--- src/rtl/paddle_input.sv ---
// paddle_input
// Turns the four raw player buttons into registered paddle centre rows.
// Each button is synchronised and debounced, a shared tick paces movement,
// a small per-player FSM adds acceleration after a long hold, and every
// candidate position is clamped to the playfield for the current bat size.
// Player 2 can instead follow the ball for practice/demo play.

module paddle_input #(
   parameter int Y_MIN     = 31,
   parameter int Y_MAX     = 449,
   parameter int Y_CENTER  = 240,
   parameter int DB_CYCLES = 500000,
   parameter int STEP_DIV  = 32768
) (
   input  logic        clk,
   input  logic        rst,
   input  logic        p1_up,
   input  logic        p1_dn,
   input  logic        p2_up,
   input  logic        p2_dn,
   input  logic        bat_size,
   input  logic        auto_p2,
   input  logic [10:0] ball_y,
   input  logic        recenter,
   output logic [10:0] p1_y,
   output logic [10:0] p2_y
);

   typedef enum logic [1:0] {
      IDLE = 2'd0,
      SLOW = 2'd1,
      FAST = 2'd2
   } move_state_t;

   // Button bit order everywhere: {p2_dn, p2_up, p1_dn, p1_up}
   logic [3:0]         sync1;
   logic [3:0]         sync2;
   logic [3:0]         db_level;
   logic [19:0]        db_cnt [4];

   logic [15:0]        tick_cnt;
   logic               tick;

   logic [10:0]        half;
   logic [10:0]        lo;
   logic [10:0]        hi;

   logic signed [1:0]  dir      [2];
   move_state_t        state    [2];
   move_state_t        state_n  [2];
   logic signed [1:0]  last_dir [2];
   logic signed [1:0]  last_n   [2];
   logic [3:0]         run_cnt  [2];
   logic [3:0]         run_n    [2];
   logic signed [11:0] step     [2];
   logic signed [11:0] cand     [2];
   logic [10:0]        y_q      [2];
   logic [10:0]        y_n      [2];

   // Maps the debounced up/down pair of one player to a signed direction;
   // pressing both or neither means no movement.
   function automatic logic signed [1:0] dir_of(input logic up, input logic dn);
      if (up && !dn) begin
         return 2'sb11;
      end else if (dn && !up) begin
         return 2'sb01;
      end else begin
         return 2'sb00;
      end
   endfunction

   // Two-flop synchroniser for the asynchronous button inputs.
   always_ff @(posedge clk or negedge rst) begin
      if (!rst) begin
         sync1 <= '0;
         sync2 <= '0;
      end else begin
         sync1 <= {p2_dn, p2_up, p1_dn, p1_up};
         sync2 <= sync1;
      end
   end

   // Debounce: a level change is accepted only after it has been stable
   // for DB_CYCLES consecutive cycles; any bounce back resets the count.
   always_ff @(posedge clk or negedge rst) begin
      if (!rst) begin
         db_level <= '0;
         for (int b = 0; b < 4; b++) begin
            db_cnt[b] <= '0;
         end
      end else begin
         for (int b = 0; b < 4; b++) begin
            if (sync2[b] == db_level[b]) begin
               db_cnt[b] <= '0;
            end else if (db_cnt[b] == 20'(DB_CYCLES - 1)) begin
               db_level[b] <= ~db_level[b];
               db_cnt[b]   <= '0;
            end else begin
               db_cnt[b] <= db_cnt[b] + 20'd1;
            end
         end
      end
   end

   assign tick = (tick_cnt == 16'(STEP_DIV - 1));

   // Free-running movement pacer shared by both players; recenter leaves it alone.
   always_ff @(posedge clk or negedge rst) begin
      if (!rst) begin
         tick_cnt <= '0;
      end else if (tick) begin
         tick_cnt <= '0;
      end else begin
         tick_cnt <= tick_cnt + 16'd1;
      end
   end

   // Playfield limits for the paddle centre depend on the current bat height.
   always_comb begin
      half = bat_size ? 11'd19 : 11'd29;
      lo   = 11'(Y_MIN) + half;
      hi   = 11'(Y_MAX) - half;
      dir[0] = dir_of(db_level[0], db_level[1]);
      dir[1] = dir_of(db_level[2], db_level[3]);
   end

   // Next-state logic for both players: FSM/acceleration on tick, ball
   // tracking for player 2 in auto mode, recenter overriding everything,
   // then a clamp that runs every cycle so bat-size changes take effect at once.
   always_comb begin
      for (int p = 0; p < 2; p++) begin
         state_n[p] = state[p];
         last_n[p]  = last_dir[p];
         run_n[p]   = run_cnt[p];
         step[p]    = 12'sd0;
         cand[p]    = 12'sd0;
         y_n[p]     = y_q[p];

         if (recenter) begin
            state_n[p] = IDLE;
            last_n[p]  = 2'sb00;
            run_n[p]   = 4'd0;
         end else if (p == 1 && auto_p2) begin
            state_n[p] = IDLE;
            last_n[p]  = 2'sb00;
            run_n[p]   = 4'd0;
            if (tick) begin
               if ({1'b0, ball_y} > ({1'b0, y_q[p]} + 12'd2)) begin
                  step[p] = 12'sd1;
               end else if ({1'b0, y_q[p]} > ({1'b0, ball_y} + 12'd2)) begin
                  step[p] = -12'sd1;
               end
            end
         end else if (tick) begin
            case (state[p])
               IDLE: begin
                  if (dir[p] != 2'sb00) begin
                     state_n[p] = SLOW;
                     last_n[p]  = dir[p];
                     run_n[p]   = 4'd1;
                     step[p]    = {{10{dir[p][1]}}, dir[p]};
                  end
               end
               SLOW, FAST: begin
                  if (dir[p] == 2'sb00) begin
                     state_n[p] = IDLE;
                     run_n[p]   = 4'd0;
                  end else if (dir[p] != last_dir[p]) begin
                     state_n[p] = SLOW;
                     last_n[p]  = dir[p];
                     run_n[p]   = 4'd1;
                     step[p]    = {{10{dir[p][1]}}, dir[p]};
                  end else if (state[p] == FAST) begin
                     step[p]    = {{9{dir[p][1]}}, dir[p], 1'b0};
                  end else begin
                     step[p]    = {{10{dir[p][1]}}, dir[p]};
                     run_n[p]   = run_cnt[p] + 4'd1;
                     if (run_cnt[p] + 4'd1 == 4'd15) begin
                        state_n[p] = FAST;
                     end
                  end
               end
               default: begin
                  state_n[p] = IDLE;
                  run_n[p]   = 4'd0;
               end
            endcase
         end

         if (recenter) begin
            cand[p] = 12'(Y_CENTER);
         end else begin
            cand[p] = $signed({1'b0, y_q[p]}) + step[p];
         end

         if (cand[p] < $signed({1'b0, lo})) begin
            y_n[p] = lo;
         end else if (cand[p] > $signed({1'b0, hi})) begin
            y_n[p] = hi;
         end else begin
            y_n[p] = cand[p][10:0];
         end
      end
   end

   // Paddle positions and per-player FSM registers.
   always_ff @(posedge clk or negedge rst) begin
      if (!rst) begin
         for (int p = 0; p < 2; p++) begin
            y_q[p]      <= 11'(Y_CENTER);
            state[p]    <= IDLE;
            last_dir[p] <= 2'sb00;
            run_cnt[p]  <= 4'd0;
         end
      end else begin
         for (int p = 0; p < 2; p++) begin
            y_q[p]      <= y_n[p];
            state[p]    <= state_n[p];
            last_dir[p] <= last_n[p];
            run_cnt[p]  <= run_n[p];
         end
      end
   end

   assign p1_y = y_q[0];
   assign p2_y = y_q[1];

endmodule

--- config.mk ---
export PLATFORM = sky130hd
export DESIGN_NAME = paddle_input
export DESIGN_NICKNAME = d
export VERILOG_FILES = /design/src/rtl/paddle_input.sv
export SDC_FILE = /design/constraint.sdc
export NUM_CORES = 1
export LEC_CHECK = 0
export ABC_AREA = 1
export CORE_MARGIN = 5
export CORE_UTILIZATION = 50
export CTS_BUF_LIST = sky130_fd_sc_hd__clkbuf_4
export DETAILED_ROUTE_END_ITERATION = 8
export HOLD_SLACK_MARGIN = 0.1
export PLACE_DENSITY = 0.74
export SETUP_SLACK_MARGIN = 0.3
export SLEW_MARGIN = 20
export SYNTH_ARGS = -nofsm -noshare
export SYNTH_HDL_FRONTEND = slang
export SYNTH_SLANG_ARGS = --single-unit
--- constraint.sdc ---
create_clock -name clk -period 10.8 [get_ports clk]
set_input_delay 3.24 -clock clk [delete_from_list [all_inputs] [get_ports clk]]
set_output_delay 3.24 -clock clk [all_outputs]
set_load 0.05 [all_outputs]
Yosys cells after proc, flatten, opt, wreduce, memory -nomap -nowiden
Cells that the tools add are included.

word-level totals
  register bits = 146
  memories = 0
  latch bits = 0
  word-level logic and storage cells = 186
  ROM bits = 0
  output and inout port bits = 22
  input bits = 20
  memory bits (writable) = 0

cells by class
  equal/unequal tests = 27
  add/subtract/negate cells = 13
  multiplexer cells = 83
  multipliers = 0
  divide/modulo/power cells = 0
  bitwise logic cells = 8
  magnitude comparators = 6
  shift-type cells = 0
  reductions and logical operators = 30

operators by type and width
  kind                                               count
  two-way mux 12 bit                                 14
  two-way mux 20 bit                                 8
  adder 20 x 1 -> 20 bit (second input constant)     4
  == test 20 x 19 -> 1 bit (second input constant)   4
  two-way mux 2 bit                                  32
  two-way mux 4 bit                                  14
  one-hot mux 12 bit (2 select lines)                2
  two-way mux 11 bit                                 4
  adder 11 x 2 -> 12 bit (second input constant)     2
  adder 12 bit                                       2
  > comparator 11 x 12 -> 1 bit                      2
  > comparator 12 bit                                2
  less-than comparator 12 x 7 -> 1 bit               2
  adder 16 x 1 -> 16 bit (second input constant)     1
  == test 16 x 15 -> 1 bit (second input constant)   1
  two-way mux 16 bit                                 1
  one-hot mux 2 bit (2 select lines)                 4
  one-hot mux 4 bit (2 select lines)                 2
  inequality test 4 bit (second input constant)      3
  inequality test 6 bit (second input constant)      2
  inequality test 5 bit (second input constant)      2
  AND reduction 5 bit                                2
  subtractor 9 x 5 -> 10 bit (first input constant)  1
  inequality test 3 bit (second input constant)      3
  19 further kinds                                   53

Logic depth before layout (Yosys ltp)
  depth in word-level cells = 16
  mapped depth = 36
  gate-level depth less buffers = 36

Worst setup path before layout
OpenSTA, ideal clock, no wires.

  path type = input to register
  start = in ball_y[2]
  end = reg y_q (netlist bit p2_y[1])
  stages = 34
  arrival time = 7.230 ns
  setup time = 0.121 ns
  slack = 3.449 ns
  buffers on the path = 0
  cell sequence = nand2_1 -> nor2_1 -> nand4_1 -> nor3_1 -> xnor2_1 -> ha_1 -> nand2_1 -> nor3_1 -> nand2_1 -> nand2_1 -> a21oi_1 -> nor2_1 -> nand2_1 -> nand2_2 -> nand2_1 -> a21oi_1 -> ha_1 -> nand2_1 -> nand2_1 -> o21bai_1 -> nand2_1 -> nand2_1 -> nor2_1 -> ha_1 -> nand2_1 -> o21bai_1 -> nand2_1 -> inv_1 -> nand2_1 -> nand2_1 -> nand4_1 -> nand2_1 -> o21ai_0 -> nand2_1

RTL lines
  item                            line  source
  start: declaration              23    input logic [10:0] ball_y,
  end signal: indexed assignment  210   y_q[p] <= 11'(Y_CENTER);
  end signal: indexed assignment  217   y_q[p] <= y_n[p];
  end: declaration                57    logic [10:0] y_q [2];

==> results.ini <==
[placement]
io_buffer_count=41
place_congestion=0.8736
dp_hpwl_um=15970

[sta]
final_max_slew_viol_count=0
fmax_ghz=0.1228
hold_viol_final=0
whs_ns=0.3636
tns_ns=0
final.period_utilization=0.7538
maxSlewHeadroom=0.4795
setup_violations=0
rsz0062_at_grt=false
period_minus_slack_ns=8.141
tightest_slew_ns=0.7807
clock_skew_ns=0.02346

[worst_setup_path]
critPathMostFrequentCell=nand2_1
rr_endpoint=p2_y[3]
r2r_slack_ns=5.04
rr_worst_depth=35
path_max_fanout=9
worst_path_max_delay_cell=a21oi_1
worstSetupStartpointType=primary input
critPathRequiredTime_ns=11.29
endpoint_kind=register
worstPathArrival_ns=8.63
cp_slowest_stage_delay_ns=0.62
reg2reg_from=p2_y[1]
path_class=primary input to register

[logic_synthesis]
yosysWarnings=0
synth_edf_count=0
synth_area_mm2=0.009911
ys_seq_area_frac=0.3697
synth_cells=1319
synth.top_cell.area_share=0.3484
postSynthRegisterBits=146
yosysTopAreaCell=dfrtp_1
synth_cell_types=52
synth_ff_type=dfrtp_1
avgSynthCellArea_um2=7.514
async_flop_share=1.000
synth.area.top_cells=dfrtp_1, nand2_1, ha_1

[grt]
grt_pass1_wl_um=36900
antenna_found_initial=1
grt_max_degree=80
grt_usage=0.1970
globalRouteOverflowTotal=0
grt_pass1_vias=8221

[finish]
register_area_mm2=0.003664
areaGrowthSynthToFinish_pct=10.91
fillCellCount=1797
fin_nets=1473
multiInputGateArea_mm2=0.005384
drive_gt1_frac=0.06686

[clock_tree]
numCtsBuffers=17
insertion_delay_ns=0.57
cts_root_buf=clkbuf_4
cts_resized=0
clockBufferDepth=2
cts_hold_buf=0
htreeDepth=4
cts.sink_count=146
clk_pin_slew_worst_paths_ns=0.13
cts_tree=built
postCtsSetupBuffers=0

[die]
rows=51
ios=42
start_util=0.5092
coreArea_mm2=0.01946
dieHeight_um=150.8
die-area_mm2=0.02274
fp.dieW_um=150.8

[worst_hold_path]
hold_start=sync1[2]
holdPathEnd=sync2[2]
hp-class=register to register
worstHoldPathCells=0

[pwr]
switching_share=0.3517
p_seq_frac=0.447
clkPwrFrac=0.291
switchingPower_uw=478.1
p_leak_uw=0.005233
powerDensity_mw_per_mm2=123.7
worst_ir_drop_vdd_mv=0.06847
combinationalPowerShare=0.262
intPower_uw=881.3
finalPower_uw=1359

[detailed_routing]
wl_per_cell_um=12.86
finalWirelength_um=21320
vias_per_cell=5.186
postRouteAntennaNets=0
firstDrtPassIters=6
route.vias.total=8594
drc_errors=0
drtIter0Drc=514

[job]
maxCapViolCount=0

[status]
outcome=completed

-- power by group through the flow --
stage | combinational, µW | sequential [µW] | clock [µW]
after floorplan | 212 | 649 | 0
after CTS | 357 | 607 | 406
after global routing | 404 | 610 | 429
after global placement | 349 | 616 | 0
after detailed placement | 355 | 617 | 0
final | 357 | 608 | 395
-- flip-flops by register name, summed over array words and instances (netlist names), 8 cells and up --
signal,count
tick_cnt,16
run_cnt,8
db_cnt,80
p2_y,11
p1_y,11
-- metal layers --
layer | routed length [µm] | track usage | vias to the layer above | share of wire
met5 | 0 | 0 | - | 0
met4 | 244 | 0.04216 | 0 | 0.011
met3 | 720 | 0.04069 | 22 | 0.034
met2 | 9924 | 0.3302 | 128 | 0.47
met1 | 10430 | 0.2654 | 4017 | 0.49
li1 | - | - | 4427 | -
-- worst max-delay path by stage --
stage | from | endpoint
after global placement | ball_y[3] | p2_y[0]
after floorplan | ball_y[2] | p2_y[1]
after CTS | ball_y[3] | p2_y[0]
after global routing | ball_y[3] | p2_y[3]
after detailed placement | ball_y[3] | p2_y[3]
final | ball_y[3] | p2_y[3]
-- critical path: cells and delay by family --
family          cells  cell delay, ns
simple gates       25            2.55
fa+ha+maj           3            1.00
buf+inv             2            0.63
xor+xnor            1            0.11
compound gates      5            1.09
-- cell families after synthesis --
| logic type | after synthesis | share of synthesized area |
|---|---|---|
| compound gates | 153 | 0.09039 |
| xor+xnor | 47 | 0.04153 |
| fa+ha+maj | 74 | 0.09494 |
| buf+inv | 231 | 0.08825 |
| flops | 146 | 0.3696 |
| mux | 4 | 0.004545 |
| other cells | 1 | 0.0003784 |
| simple gates | 663 | 0.3103 |
-- through the flow --
step / utilization / setup WS (ns) / instance area [µm²] / instances
floorplan: - / 3.449 / 9922 / 1322
global placement: 0.5479 / 2.394 / 10660 / 1625
detailed placement: 0.5479 / 2.171 / 10660 / 1625
CTS: 0.5644 / 2.770 / 10990 / 1656
global route: 0.5648 / 2.186 / 10990 / 1657
finish: 0.5648 / 2.659 / 10990 / 1657
-- cell type report --
class                   count  area share
diodes                      1   0.0002277
well taps                 265     0.03017
inverters                 224     0.07672
clock inverters            13     0.01696
repair buffers             45     0.04052
clock buffers              18     0.01229
multi-input cells         945      0.4898
flip-flops and latches    146      0.3333
-- placed cells by master (no fill, tap or decap), types with 11 or more instances in the layout --
| cell type | count |
|---|---|
| nand2_1 | 272 |
| inv_1 | 222 |
| nor2_1 | 151 |
| dfrtp_1 | 138 |
| nand3_1 | 86 |
| ha_1 | 72 |
| a21oi_1 | 59 |
| o21ai_0 | 50 |
| nor3_1 | 43 |
| clkdlybuf4s50_1 | 40 |
| xor2_1 | 36 |
| nand4_1 | 35 |
| clkbuf_4 | 18 |
| nor4_1 | 16 |
| nor3b_1 | 16 |
| xnor2_1 | 11 |
| a31oi_1 | 11 |
-- cell usage after synthesis (8+ instances only) --
cell type / n
nor4_1: 16
xor2_1: 36
nand2_1: 272
dfstp_2: 8
nor3b_1: 16
nand4_1: 35
a21oi_1: 59
nor2_1: 151
xnor2_1: 11
o21ai_0: 50
a31oi_1: 11
dfrtp_1: 138
nor3_1: 43
nand3_1: 86
ha_1: 72
nor3_2: 8
inv_1: 222
Power figures use the tool's default switching activity.
